**src/rtl/imem_loader.sv**
```systemverilog
// -----------------------------------------------------------------------------
// imem_loader
//
// Boot-time program loader: the writer side of the CPU instruction-memory
// path. It accepts a byte stream over a valid/ready handshake, assembles
// little-endian 32-bit instruction words, and writes them sequentially into
// instruction memory from word address 0. The CPU is held in reset until a
// complete image with a good checksum has been written.
//
// Stream format: LEN_LO, LEN_HI (N = 16-bit word count, little-endian),
// N*4 payload bytes (each word little-endian), one checksum byte. The
// checksum is the XOR of the payload bytes only.
//
// Ports:
//   clk           system clock, rising edge
//   rst           synchronous active-high reset
//   start         one-cycle pulse; arms a load from IDLE, DONE or ERR
//   in_valid      byte source has data
//   in_data       stream byte
//   in_ready      loader accepts a byte this cycle (decoded from state)
//   imem_we       one-cycle imem write strobe
//   imem_addr     word address of the write
//   imem_wdata    instruction word
//   cpu_rst       CPU reset; low only in DONE
//   busy          load in progress (LEN_LO..CSUM)
//   done          image loaded with a good checksum
//   err           load aborted (bad checksum or oversize length)
//   words_loaded  words written in the current load
// -----------------------------------------------------------------------------
module imem_loader #(
  parameter int ADDR_W = 10
) (
  input  logic              clk,
  input  logic              rst,
  input  logic              start,
  input  logic              in_valid,
  input  logic [7:0]        in_data,
  output logic              in_ready,
  output logic              imem_we,
  output logic [ADDR_W-1:0] imem_addr,
  output logic [31:0]       imem_wdata,
  output logic              cpu_rst,
  output logic              busy,
  output logic              done,
  output logic              err,
  output logic [ADDR_W:0]   words_loaded
);

  typedef enum logic [2:0] {
    S_IDLE,
    S_LEN_LO,
    S_LEN_HI,
    S_DATA,
    S_CSUM,
    S_DONE,
    S_ERR
  } state_t;

  // Largest legal word count: exactly fills the memory.
  localparam int unsigned CAP = 32'd1 << ADDR_W;

  state_t      state;
  logic [7:0]  len_lo;      // low length byte, held until the high byte arrives
  logic [15:0] len_q;       // word count N for the current load
  logic [1:0]  byte_idx;    // position of the next payload byte within its word
  logic [23:0] word_lo;     // first three bytes of the word being assembled
  logic [7:0]  acc;         // running XOR of payload bytes
  logic        accept;
  logic [15:0] len_full;

  assign accept   = in_valid && in_ready;
  assign len_full = {in_data, len_lo};

  // NOTE: every signal written in always_comb gets a default first so that no
  // path leaves it unassigned, which would otherwise infer a latch.
  always_comb begin
    in_ready = 1'b0;
    busy     = 1'b0;
    done     = 1'b0;
    err      = 1'b0;
    unique case (state)
      S_LEN_LO, S_LEN_HI, S_DATA, S_CSUM: begin
        in_ready = 1'b1;
        busy     = 1'b1;
      end
      S_DONE:  done = 1'b1;
      S_ERR:   err  = 1'b1;
      default: ;
    endcase
    // The start term re-holds the CPU in the very cycle a reload is requested,
    // before the state register has left DONE.
    cpu_rst = (state != S_DONE) || start;
  end

  // NOTE: sequential state uses non-blocking assignments only, so every flop
  // samples pre-edge values regardless of statement order.
  always_ff @(posedge clk) begin
    if (rst) begin
      state        <= S_IDLE;
      imem_we      <= 1'b0;
      imem_addr    <= '0;
      imem_wdata   <= '0;
      words_loaded <= '0;
      acc          <= '0;
      len_lo       <= '0;
      len_q        <= '0;
      byte_idx     <= '0;
      word_lo      <= '0;
    end else begin
      imem_we <= 1'b0;
      unique case (state)
        S_IDLE, S_DONE, S_ERR: begin
          if (start) begin
            state        <= S_LEN_LO;
            words_loaded <= '0;
            acc          <= '0;
            byte_idx     <= '0;
          end
        end

        S_LEN_LO: begin
          if (accept) begin
            len_lo <= in_data;
            state  <= S_LEN_HI;
          end
        end

        S_LEN_HI: begin
          if (accept) begin
            len_q <= len_full;
            if (32'(len_full) > CAP)
              state <= S_ERR;
            else if (len_full == 16'd0)
              state <= S_CSUM;
            else
              state <= S_DATA;
          end
        end

        S_DATA: begin
          if (accept) begin
            acc      <= acc ^ in_data;
            byte_idx <= byte_idx + 2'd1;
            if (byte_idx == 2'd3) begin
              // Fourth byte completes the word; the write issues next cycle
              // and the count advances with it.
              imem_we      <= 1'b1;
              imem_addr    <= words_loaded[ADDR_W-1:0];
              imem_wdata   <= {in_data, word_lo};
              words_loaded <= words_loaded + (ADDR_W+1)'(1);
              if (32'(words_loaded) + 32'd1 == 32'(len_q))
                state <= S_CSUM;
            end else begin
              // Shift right so the first byte lands in the lowest lane.
              word_lo <= {in_data, word_lo[23:8]};
            end
          end
        end

        S_CSUM: begin
          if (accept)
            state <= ((acc ^ in_data) == 8'd0) ? S_DONE : S_ERR;
        end

        default: state <= S_IDLE;
      endcase
    end
  end

endmodule
```
**config.mk**
```make
export PLATFORM = sky130hd
export DESIGN_NAME = imem_loader
export DESIGN_NICKNAME = d
export VERILOG_FILES = /design/src/rtl/imem_loader.sv
export SDC_FILE = /design/constraint.sdc
export NUM_CORES = 1
export LEC_CHECK = 0
export ABC_AREA = 1
export CORE_ASPECT_RATIO = 0.8
export CORE_MARGIN = 5
export CORE_UTILIZATION = 49
export CTS_CLUSTER_DIAMETER = 60
export DETAILED_ROUTE_END_ITERATION = 10
export PLACE_DENSITY = 0.79
export SETUP_SLACK_MARGIN = 0.2
export SLEW_MARGIN = 10
export SYNTH_ARGS = -nofsm -noshare
export SYNTH_HDL_FRONTEND = slang
export SYNTH_SLANG_ARGS = --single-unit
```
**constraint.sdc**
```tcl
create_clock -name clk -period 2.1 [get_ports clk]
set_input_delay 0.21 -clock clk [delete_from_list [all_inputs] [get_ports clk]]
set_output_delay 0.21 -clock clk [all_outputs]
set_load 0.05 [all_outputs]
```
Yosys cells after proc, flatten, opt, wreduce, memory -nomap -nowiden
Index checks and enable logic that the tools add are counted.
{ "word_totals": {"reg_bits": 115, "in_bits": 12, "output_inout_bits": 59, "wordCells": 75} }
{ "classes": {"addsub": 3, "n_lt_le_gt_ge": 1, "n_eq_ne": 16, "n_mux": 25, "bitwise": 4, "n_reduce_logical": 16} }
{ "ops": {"columns": ["operator", "n"], "rows": [
  ["$mux W11", 3],
  ["$mux W3", 9],
  ["$pmux W11 S2", 1],
  ["$eq A12 B16 Y1", 1],
  ["$gt A16 B11 Y1 const B", 1],
  ["$logic_not A16 Y1", 1],
  ["$mux W8", 2],
  ["$pmux W8 S2", 1],
  ["$pmux W3 S5", 1],
  ["$ne A2 B2 Y1 const B", 7],
  ["$add A11 B1 Y12 const B", 1],
  ["$add A11 B1 Y11 const B", 1],
  ["$eq A3 B3 Y1 const B", 3],
  ["$reduce_and A3 Y1", 3],
  ["$logic_not A8 Y1", 1],
  ["$xor A8 B8 Y8", 1],
  ["$reduce_and A7 Y1", 1],
  ["$eq A3 B2 Y1 const B", 2],
  ["$mux W2", 3],
  ["$reduce_or A3 Y1", 2],
  ["$mux W1", 4],
  ["$pmux W2 S2", 1],
  ["$reduce_and A2 Y1", 2],
  ["$reduce_and A4 Y1", 1],
  ["10 further kinds", 12]
]} }

Depth between registers and ports, before layout
Gate-level depths: netlist (run 1).
{ "depth": {"word_depth": 6, "depth_mapped": 15, "depth_no_buf": 15} }

Worst setup path after synthesis (run 1)
OpenSTA, ideal clock, no wires.
{ "synth_timing": {"path_kind": "reg-to-reg", "startpoint": "reg words_loaded[0]", "endpoint": "reg state[2]", "arrival_ns": 2.020, "required_ns": 1.985, "slack_ns": -0.035, "path_stages_with_launch": 15, "n_path_buf": 0, "period_less_slack_ns": 2.135, "cell_sequence": "dfxtp_1 ha_1 nand2_2 inv_2 nand2_2 nor2_4 nand3_1 nand3_1 nand2_1 nor2_2 nand3_1 nand2_2 nand3_1 nand2_1 nor2_1"} }
{ "synth_between": {"elab_chain_cells": 4} }
{ "synth_lines": {"columns": ["element", "line_no", "text"], "rows": [
  ["start, declared", "46", "output logic [ADDR_W:0] words_loaded"],
  ["start signal, assigned", "150", "words_loaded <= words_loaded + (ADDR_W+1)'(1);"],
  ["$add A11 B1 Y12", "151", "if (32'(words_loaded) + 32'd1 == 32'(len_q))"],
  ["$eq A12 B16 Y1", "151", null],
  ["$ne A2 B2 Y1 (no line)", null, null],
  ["$reduce_and A7 Y1 (no line)", null, null],
  ["end signal, assigned", "162", "state <= ((acc ^ in_data) == 8'd0) ? S_DONE : S_ERR;"],
  ["end, declared", "62", "state_t state;"]
]} }
Every way passes these cells.
A chain may end at the register's enable or synchronous reset.

Worst setup path in the final report (run 1)
{ "layout_timing": {"startpoint": "reg words_loaded[1]", "endpoint": "reg state[2]"} }
The elaborated chain is that of the path after synthesis.

==> impl_summary.log, run 1 <==
INFO  metric dr_total_vias = 4665
INFO  metric post_synth_main_area_contributors = sky130_fd_sc_hd__dfxtp_1 47%, sky130_fd_sc_hd__a21oi_1 9.5%, sky130_fd_sc_hd__o21ai_0 9.1%
INFO  metric share_comb_of_total_power = 0.178
INFO  metric max_clock_freq = 531 MHz
INFO  metric dr.pass1.iters = 8
INFO  metric grt_antenna_before_repair = 0
INFO  metric die_height = 99.4 um
INFO  metric fin_skew = 0.00642 ns
INFO  metric drt_first_iter_violations = 416
INFO  metric post_drt_via_cell_ratio = 5.30
INFO  metric p_int = 5.00 mW
INFO  metric static_power_due_to_leakage = 2.66 nW
INFO  metric insertion_delay = 0.40 ns
INFO  metric critPathKind = reg2reg
INFO  metric hold_path_startpoint = word_lo[5]
INFO  metric power_per_cell_area = 1060 nW/um^2
INFO  metric layout.core_utilization = 0.676
INFO  metric cts_made_buffers = 17
INFO  metric holdPathStages = 2
INFO  metric max_slew_margin = 0.642
INFO  metric first_global_vias = 4400
INFO  metric longest_individual_stage_delay_on_the_worst_path = 0.38 ns
INFO  metric syn-mean-instance-area = 7.42 sq um
INFO  metric crit_path_cell_trace = ha_4 > nand2_4 > inv_4 > nand2_4 > nor2_4 > nand3_2 > nand3b_1 > nand2_1 > nor2_2 > nand3_2 > nand2_4 > nand3_2 > nand2_2 > nor2_1
INFO  metric rows = 32
INFO  metric place.port_buffers = 70
INFO  metric rsz_0062_raised_after_global_routing = true
INFO  metric max_slew.worst_pin.slew = 0.535 ns
INFO  metric ctsHtreeMaxLevel = 4
INFO  metric place.gp.congestion = 0.936
INFO  metric number_of_design_rule_violations_left_after_detail_routing = 0
INFO  metric timing.final.max_slew_violations = 0
INFO  metric tritoncts = yes
INFO  metric netlist-cell-type-count = 30
INFO  metric diodes = 0
INFO  metric clockRootBuffer = sky130_fd_sc_hd__clkbuf_16
INFO  metric layout_worst_path_cycle_share = 0.897
INFO  metric seq_area_frac_synth = 0.471
INFO  metric maxCapViolations = 0
INFO  metric detailed_place_hpwl = 8280 um
INFO  metric io_pins = 71
INFO  metric ff2ff_path_depth = 14
INFO  metric netSwitchingFraction = 0.280
INFO  metric critical_r2r_launch = words_loaded[1]
INFO  metric worst_setup_path_start_kind = flop
INFO  metric grt_max_degree = 93
INFO  metric final_cell_area = 6550 sq um
INFO  metric hold_ws = 0.455 ns
INFO  metric clock_pin_transition_on_the_worst_setup_and_hold_timing_paths = 0.05 ns
INFO  metric netlist.area_leader.share = 0.471
INFO  metric drive_gt1_frac = 0.130
INFO  metric timing.reg2reg.setup_slack = 0.22 ns
INFO  metric status = complete, no violations
INFO  metric die-width = 122 um
INFO  metric cp.buffers_inverters = 1
INFO  metric timing.hold.worst.class = reg2reg
INFO  metric critical_path.endpoint_type = flop
INFO  metric most_used_cells_in_the_layout_excluding_fill_and_tap_cells = 108 x sky130_fd_sc_hd__dfxtp_1, 94 x sky130_fd_sc_hd__nand2_1, 93 x sky130_fd_sc_hd__a21oi_1
INFO  metric start_util = 0.505
INFO  metric clkPwrFrac = 0.472
INFO  metric period_minus_slack = 1.88 ns
INFO  metric critPathRequiredTime = 2.40 ns
INFO  metric final_nets = 746
INFO  metric cp.arrival = 2.18 ns
INFO  metric finalHoldViolCount = 0
INFO  metric setup-violations-final = 0
INFO  metric hold-path-endpoint = imem_wdata[5]
INFO  metric yosysTopAreaCell = sky130_fd_sc_hd__dfxtp_1
INFO  metric r2r-end = state[2]
INFO  metric grtUsageTotal = 0.215
INFO  metric path_delay_family = simple AND/OR/NAND/NOR gates
INFO  metric die_area = 12100 sq um
INFO  metric clockBufferDepth = 2
INFO  metric number_of_cells_produced_by_synthesis = 659
INFO  metric grt_first_pass_wirelength = 20800 um
INFO  metric synth-warning-count = 0
INFO  metric place_area = 5700 sq um
INFO  metric clkSinkCount = 115
INFO  metric placeableCoreArea = 9690 sq um
INFO  metric synth-seq-cells = 115
INFO  metric layout.cells.most_common = sky130_fd_sc_hd__dfxtp_1
INFO  metric filler_cell_count = 809
INFO  metric critical-path-slowest-cell = sky130_fd_sc_hd__dfxtp_4
INFO  metric cp_max_fo = 6
INFO  metric totalNegativeSetupSlack = 0 ns
INFO  metric post_route_antenna_net_violation_count = 0
INFO  metric syn-num-nets = 673
INFO  metric gr-total-overflow = 0
INFO  metric vdd_drop_max = 0.00107 V
INFO  metric net-switching-power = 1.95 mW
INFO  metric areaGrowthSynthToFinish = 33.8%
INFO  metric p_seq_frac = 0.350
INFO  metric wl_per_cell = 14.9 um
INFO  metric synth.cell_area = 4890 sq um
INFO  metric totalWireLength = 13200 um
==> cell families (layout without fill, tap and decap cells) <==
family	Yosys count	count (layout)	share of synthesized area
AOI/OAI and AO/OA	190	190	0.201
adders and majority gates	2	2	0.00511
DFF	115	115	0.471
and+or+nand+nor	232	232	0.207
xor gates and xnor gates	10	10	0.0207
buffers and inverters	110	196	0.0959
==> how the worst max path moves through the flow <==
stage / from / to / slack [ns] / cells past startpoint
6_report: words_loaded[1] / state[2] / 0.22 / 14
5_1_grt: words_loaded[0] / state[2] / 0.12 / 14
4_1_cts: state[1] / imem_wdata[14] / 0.22 / 11
3_5_place_dp: in_data[6] / state[1] / 0.18 / 11
3_3_place_gp: in_data[6] / state[1] / 0.22 / 11
2_1_floorplan: words_loaded[0] / state[2] / 0.21 / 14
==> state kept, by name, summed over array words and instances (netlist names) <==
register / cells
byte_idx: 2
len_lo: 8
imem_wdata: 32
imem_we: 1
acc: 8
word_lo: 24
state: 3
len_q: 16
words_loaded: 11
imem_addr: 10
==> layout make-up <==
cell class,instances,area (sq um),share of cell area
multi-input combinational,434,2200,0.337
inverter,79,307,0.0468
clock buffer,19,453,0.0692
timing repair buffer,85,867,0.132
sequential,115,2320,0.354
clock inverter,13,229,0.0350
tap,136,170,0.0260
==> worst register-to-register path: cells and delay by family (launching register included) <==
family	cells	cell delay, ns
fa+ha+maj	1	0.17
simple gates	12	1.14
buf+inv	1	0.09
flops	1	0.38
==> Yosys cell counts <==
cell                       number
sky130_fd_sc_hd__a21oi_1       93
sky130_fd_sc_hd__and2_1         1
sky130_fd_sc_hd__buf_2          8
sky130_fd_sc_hd__buf_4          6
sky130_fd_sc_hd__buf_6          3
sky130_fd_sc_hd__clkbuf_1      14
sky130_fd_sc_hd__clkinv_2       1
sky130_fd_sc_hd__dfxtp_1      115
sky130_fd_sc_hd__ha_1           2
sky130_fd_sc_hd__inv_1         72
sky130_fd_sc_hd__inv_2          6
sky130_fd_sc_hd__nand2_1       95
sky130_fd_sc_hd__nand2_2        5
sky130_fd_sc_hd__nand2_4        1
sky130_fd_sc_hd__nand3_1       37
sky130_fd_sc_hd__nand3b_1       2
sky130_fd_sc_hd__nand4_1        5
sky130_fd_sc_hd__nor2_1        76
sky130_fd_sc_hd__nor2_2         3
sky130_fd_sc_hd__nor2_4         6
sky130_fd_sc_hd__nor3_1         1
sky130_fd_sc_hd__o211ai_2       1
sky130_fd_sc_hd__o21ai_0       89
sky130_fd_sc_hd__o21ai_1        3
sky130_fd_sc_hd__o21ai_2        2
sky130_fd_sc_hd__o21bai_4       1
sky130_fd_sc_hd__o22ai_1        1
sky130_fd_sc_hd__xnor2_1        3
sky130_fd_sc_hd__xnor3_1        1
sky130_fd_sc_hd__xor2_1         6
==> stage by stage <==
stage | setup slack, ns | cells | power (mW)
2_1_floorplan | 0.207 | 659 | 3.33
3_3_place_gp | 0.219 | 844 | 3.57
3_5_place_dp | 0.179 | 844 | 3.60
4_1_cts | 0.224 | 876 | 6.88
5_1_grt | 0.116 | 881 | 7.23
6_report | 0.217 | 881 | 6.95
==> timing repair <==
item | CTS | global route
cloned | 0 | 2
resized for setup | 15 | 23
pin swaps | 3 | 10
endpoints found under the setup margin | 11 | 65
buffers inserted | 0 | 3
hold buffers | 0 | 0
==> power by group through the flow <==
stage / logic, mW / registers [mW] / clock network, mW
after floorplan: 0.892 / 2.44 / 0
after global placement: 1.11 / 2.46 / 0
after detailed placement: 1.14 / 2.47 / 0
after CTS: 1.15 / 2.42 / 3.31
after global routing: 1.37 / 2.44 / 3.42
final: 1.24 / 2.43 / 3.28
==> layer usage <==
layer,share of wire,global-route usage,vias up
met1,0.45,0.285,2178
met2,0.47,0.344,171
met5,0,0,-
met3,0.077,0.0608,15
li1,-,-,2301
met4,0.0090,0.0594,0
Power figures use the tool's default switching activity.
==> run 2, diff against run 1 <==
- SLEW_MARGIN: 10 -> default
==> results of run 2 <==
The final DEF is identical to that of run 1; final timing and power are the same.
==> run 3, diff against run 2 <==
- ABC_AREA: 1 -> default
- GPL_ROUTABILITY_DRIVEN: default -> 1
==> impl_summary.log, run 3 <==
INFO  metric status = complete, no violations (unchanged)
INFO  metric cts_made_buffers = 17 (unchanged)
INFO  metric synth_xor_xnor_area_share = 0.0424 (was 0.0207)
INFO  metric path_delay_family = simple AND/OR/NAND/NOR gates (unchanged)
INFO  metric yosys-mux-area-fraction = 0.00429 (was 0)
INFO  metric cts_hold_buffers = 0 (unchanged)
INFO  metric p_int = 4.93 mW (was 5.00 mW)
INFO  metric timing.final.max_slew_violations = 0 (unchanged)
INFO  metric ctsHtreeMaxLevel = 4 (unchanged)
INFO  metric max_slew.worst_pin.slew = 0.679 ns (was 0.535 ns)
INFO  metric largest-register = imem_wdata (unchanged)
INFO  metric syn-mean-instance-area = 7.74 sq um (was 7.42 sq um)
INFO  metric synth.most_common_cell = sky130_fd_sc_hd__nand2_1 (was sky130_fd_sc_hd__dfxtp_1)
INFO  metric ff2ff_path_depth = 9 (was 14)
INFO  metric maxCapViolations = 0 (unchanged)
INFO  metric critPathKind = reg2reg (unchanged)
INFO  metric global_route.usage.met3 = 0.0608 (about the same)
INFO  metric placeableCoreArea = 9770 sq um (was 9690 sq um)
INFO  metric largest_registers = imem_wdata (32), word_lo (24), len_q (16) (unchanged)
INFO  metric yosysTopAreaCell = sky130_fd_sc_hd__dfxtp_1 (unchanged)
INFO  metric synth_commonest_cells = 186 x sky130_fd_sc_hd__nand2_1, 115 x sky130_fd_sc_hd__dfxtp_1, 114 x sky130_fd_sc_hd__a21oi_1, 30 x sky130_fd_sc_hd__nor2_1, 29 x sky130_fd_sc_hd__clkbuf_1 (was 115 x sky130_fd_sc_hd__dfxtp_1, 95 x sky130_fd_sc_hd__nand2_1, 93 x sky130_fd_sc_hd__a21oi_1, 89 x sky130_fd_sc_hd__o21ai_0, 76 x sky130_fd_sc_hd__nor2_1)
INFO  metric totalNegativeSetupSlack = 0 ns (unchanged)
INFO  metric grt_use_met1 = 0.295 (was 0.285)
INFO  metric max_clock_freq = 491 MHz (was 531 MHz)
INFO  metric gr-total-overflow = 0 (unchanged)
INFO  metric p_seq_frac = 0.347 (was 0.350)
INFO  metric vdd_drop_max = 0.000627 V (was 0.00107 V)
INFO  metric basic_gate_share_of_the_synthesized_area_counting_and_or_nand_and_nor_cells = 0.260 (was 0.207)
INFO  metric clockRootBuffer = sky130_fd_sc_hd__clkbuf_16 (unchanged)
INFO  metric tritoncts = yes (unchanged)
INFO  metric final_nets = 729 (was 746)
INFO  metric area.sequential = 2320 sq um (about the same)
INFO  metric gr_layer_usage_met2 = 0.401 (was 0.344)
INFO  metric synth-async-reset-ratio = 0 (unchanged)
INFO  metric dr.pass1.iters = 5 (was 8)
INFO  metric layout_worst_path_cycle_share = 0.970 (was 0.897)
INFO  metric critical_path.endpoint_type = flop (unchanged)
INFO  metric setup-violations-final = 0 (unchanged)
INFO  metric syn-num-nets = 655 (was 673)
INFO  metric filler_cell_count = 790 (was 809)
INFO  metric place.port_buffers = 70 (unchanged)
INFO  metric drive_gt1_frac = 0.147 (was 0.130)
INFO  metric finalHoldViolCount = 0 (unchanged)
INFO  metric holdPathStages = 2 (unchanged)
INFO  metric share_comb_of_total_power = 0.189 (was 0.178)
INFO  metric netlist-cell-type-count = 50 (was 30)
INFO  metric totalWireLength = 14500 um (was 13200 um)
INFO  metric grt_first_pass_wirelength = 23400 um (was 20800 um)
INFO  metric timing.hold.worst.class = in2reg (was reg2reg)
INFO  metric post_synth_main_area_contributors = sky130_fd_sc_hd__dfxtp_1 46%, sky130_fd_sc_hd__nand2_1 14%, sky130_fd_sc_hd__a21oi_1 12% (was sky130_fd_sc_hd__dfxtp_1 47%, sky130_fd_sc_hd__a21oi_1 9.5%, sky130_fd_sc_hd__o21ai_0 9.1%)
INFO  metric timing.reg2reg.setup_slack = 0.06 ns (was 0.22 ns)
INFO  metric die_height = 100 um (was 99.4 um)
INFO  metric grt_max_degree = 68 (was 93)
INFO  metric pre_cts_ws = -0.0155 ns (was 0.179 ns)
INFO  metric wl_per_cell = 16.7 um (was 14.9 um)
INFO  metric yosys.area_share.adder = 0.00505 (was 0.00512)
INFO  metric synth-seq-cells = 115 (unchanged)
INFO  metric power_per_cell_area = 1000 nW/um^2 (was 1060 nW/um^2)
INFO  metric layout.cells.most_common = sky130_fd_sc_hd__nand2_1 (was sky130_fd_sc_hd__dfxtp_1)
INFO  metric ys_dominant_reg_cell = sky130_fd_sc_hd__dfxtp_1 (unchanged)
INFO  metric rows = 32 (unchanged)
INFO  metric most_utilized_layer_in_the_global_route_result = met2 (unchanged)
INFO  metric synth_top_family_by_area = simple AND/OR/NAND/NOR gates (unchanged)
INFO  metric most_used_cells_in_the_layout_excluding_fill_and_tap_cells = 186 x sky130_fd_sc_hd__nand2_1, 113 x sky130_fd_sc_hd__a21oi_1, 106 x sky130_fd_sc_hd__dfxtp_1 (was 108 x sky130_fd_sc_hd__dfxtp_1, 94 x sky130_fd_sc_hd__nand2_1, 93 x sky130_fd_sc_hd__a21oi_1)
INFO  metric critPathRequiredTime = 2.39 ns (was 2.40 ns)
INFO  metric clkSinkCount = 115 (unchanged)
INFO  metric synth_compound_area_frac = 0.170 (was 0.201)
INFO  metric cp_max_fo = 2 (was 6)
INFO  metric clockBufferDepth = 2 (unchanged)
INFO  metric synth_enable_flop_cells = 0 (unchanged)
INFO  metric max_slew_margin = 0.547 (was 0.642)
INFO  metric post_drt_via_cell_ratio = 5.66 (was 5.30)
INFO  metric static_power_due_to_leakage = 2.38 nW (was 2.66 nW)
INFO  metric grt_antenna_before_repair = 1 (was 0)
INFO  metric areaGrowthSynthToFinish = 35.5% (was 33.8%)
INFO  metric cp.arrival = 2.32 ns (was 2.18 ns)
INFO  metric synth.cell_area = 4960 sq um (was 4890 sq um)
INFO  metric worst_setup_path_start_kind = flop (unchanged)
INFO  metric seq_area_frac_synth = 0.464 (was 0.471)
INFO  metric drt_first_iter_violations = 490 (was 416)
INFO  metric layout.core_utilization = 0.688 (was 0.676)
INFO  metric place.gp.congestion = 0.858 (was 0.936)
INFO  metric start_util = 0.508 (was 0.505)
INFO  metric net-switching-power = 1.81 mW (was 1.95 mW)
INFO  metric longest_individual_stage_delay_on_the_worst_path = 0.35 ns (was 0.38 ns)
INFO  metric clkPwrFrac = 0.464 (was 0.472)
INFO  metric critical_r2r_launch = words_loaded[0] (was words_loaded[1])
INFO  metric synth-warning-count = 0 (unchanged)
INFO  metric post_route_antenna_net_violation_count = 0 (unchanged)
INFO  metric grtUsageTotal = 0.240 (was 0.215)
INFO  metric largest_register_ff_count = 32 (unchanged)
INFO  metric dr_total_vias = 4898 (was 4665)
INFO  metric number_of_design_rule_violations_left_after_detail_routing = 0 (unchanged)
INFO  metric netSwitchingFraction = 0.269 (was 0.280)
INFO  metric hold_path_startpoint = rst (was word_lo[5])
INFO  metric fin_skew = 0.00731 ns (was 0.00642 ns)
INFO  metric r2r-end = state[0] (was state[2])
INFO  metric crit_path_cell_trace = ha_4 > xnor2_2 > nand3_2 > nor4_4 > buf_4 > nand4_1 > buf_4 > nor3_2 > a211oi_1 (was ha_4 > nand2_4 > inv_4 > nand2_4 > nor2_4 > nand3_2 > nand3b_1 > nand2_1 > nor2_2 > nand3_2 > nand2_4 > nand3_2 > nand2_2 > nor2_1)
INFO  metric die_area = 12200 sq um (was 12100 sq um)
INFO  metric multi_input_comb_area = 2510 sq um (was 2200 sq um)
INFO  metric critical-path-slowest-cell = sky130_fd_sc_hd__dfxtp_4 (unchanged)
INFO  metric rsz_0062_raised_after_global_routing = true (unchanged)
INFO  metric clock_pin_transition_on_the_worst_setup_and_hold_timing_paths = 0.05 ns (about the same)
INFO  metric detailed_place_hpwl = 9150 um (was 8280 um)
INFO  metric io_pins = 71 (unchanged)
INFO  metric netlist.area_leader.share = 0.464 (was 0.471)
INFO  metric insertion_delay = 0.41 ns (was 0.40 ns)
INFO  metric cp.buffers_inverters = 2 (was 1)
INFO  metric hold-path-endpoint = byte_idx[1] (was imem_wdata[5])
INFO  metric die-width = 122 um (about the same)
INFO  metric period_minus_slack = 2.04 ns (was 1.88 ns)
INFO  metric worst_slack = 0.0634 ns (was 0.217 ns)
INFO  metric number_of_cells_produced_by_synthesis = 641 (was 659)
INFO  metric cell_repeated_most_along_the_worst_path = sky130_fd_sc_hd__buf_4
INFO  metric first_global_vias = 4856 (was 4400)
## run 3: cell count changes in the layout (fill, tap and decap cells not counted), sizes merged, moves of 23 or more
| cell | change |
|---|---|
| buf | +23 |
| nand3 | -28 |
| nand2 | +86 |
| nor2 | -55 |
| o21ai | -74 |
| inv | -71 |
## run 3: cell families after synthesis
family | count (synthesis)
AOI/OAI and AO/OA | 154
xor gates and xnor gates | 24
buffers and inverters | 59
and+or+nand+nor | 285
adders and majority gates | 2
DFF | 115
muxes | 2
## run 3: metal layers
metal  up-vias  share of wire
met1      2338           0.41
li1       2288              -
met2       236           0.49
met3        36          0.077
met5         -              0
met4         0          0.023
## run 3: worst max path at each step
stage / slack [ns] / end / from / cells past startpoint
floorplan: 0.21 / state[2] / words_loaded[0] / 7
global placement: 0.04 / state[1] / in_valid / 7
detailed placement: -0.02 / state[1] / in_valid / 7
CTS: 0.09 / state[1] / len_q[15] / 8
global route: -0.008 / state[1] / words_loaded[0] / 8
finish: 0.06 / state[0] / words_loaded[0] / 9
## run 3: metrics by stage
stage               hold WS [ns]  cell area (sq um)  power (mW)  std cells
finish                     0.311               6720        6.74        865
CTS                        0.313               6690        6.73        864
global route               0.355               6720        6.97        865
floorplan                  0.432               5000        3.12        641
detailed placement         0.448               5950        3.56        831
global placement           0.444               5950        3.55        831
## run 3: area by class of cell
cell class | count | area share
well taps | 136 | 0.0253
diodes | 1 | 0.000373
clock inverters | 8 | 0.0216
flip-flops and latches | 115 | 0.346
clock buffers | 24 | 0.0749
repair buffers | 105 | 0.153
inverters | 9 | 0.00503
multi-input cells | 467 | 0.374
## run 3: repair_timing
action | 4_1_cts | 5_1_grt
buffers inserted | 1 | 0
pin swaps | 6 | 1
setup endpoints to repair | 14 | 40
resized for setup | 18 | 6
## run 3: power groups by stage
stage	combinational (mW)	clock, mW	sequential (mW)
3_3_place_gp	1.18	0	2.37
4_1_cts	1.26	3.14	2.34
2_1_floorplan	0.785	0	2.34
6_report	1.27	3.13	2.34
5_1_grt	1.35	3.28	2.35
3_5_place_dp	1.19	0	2.37
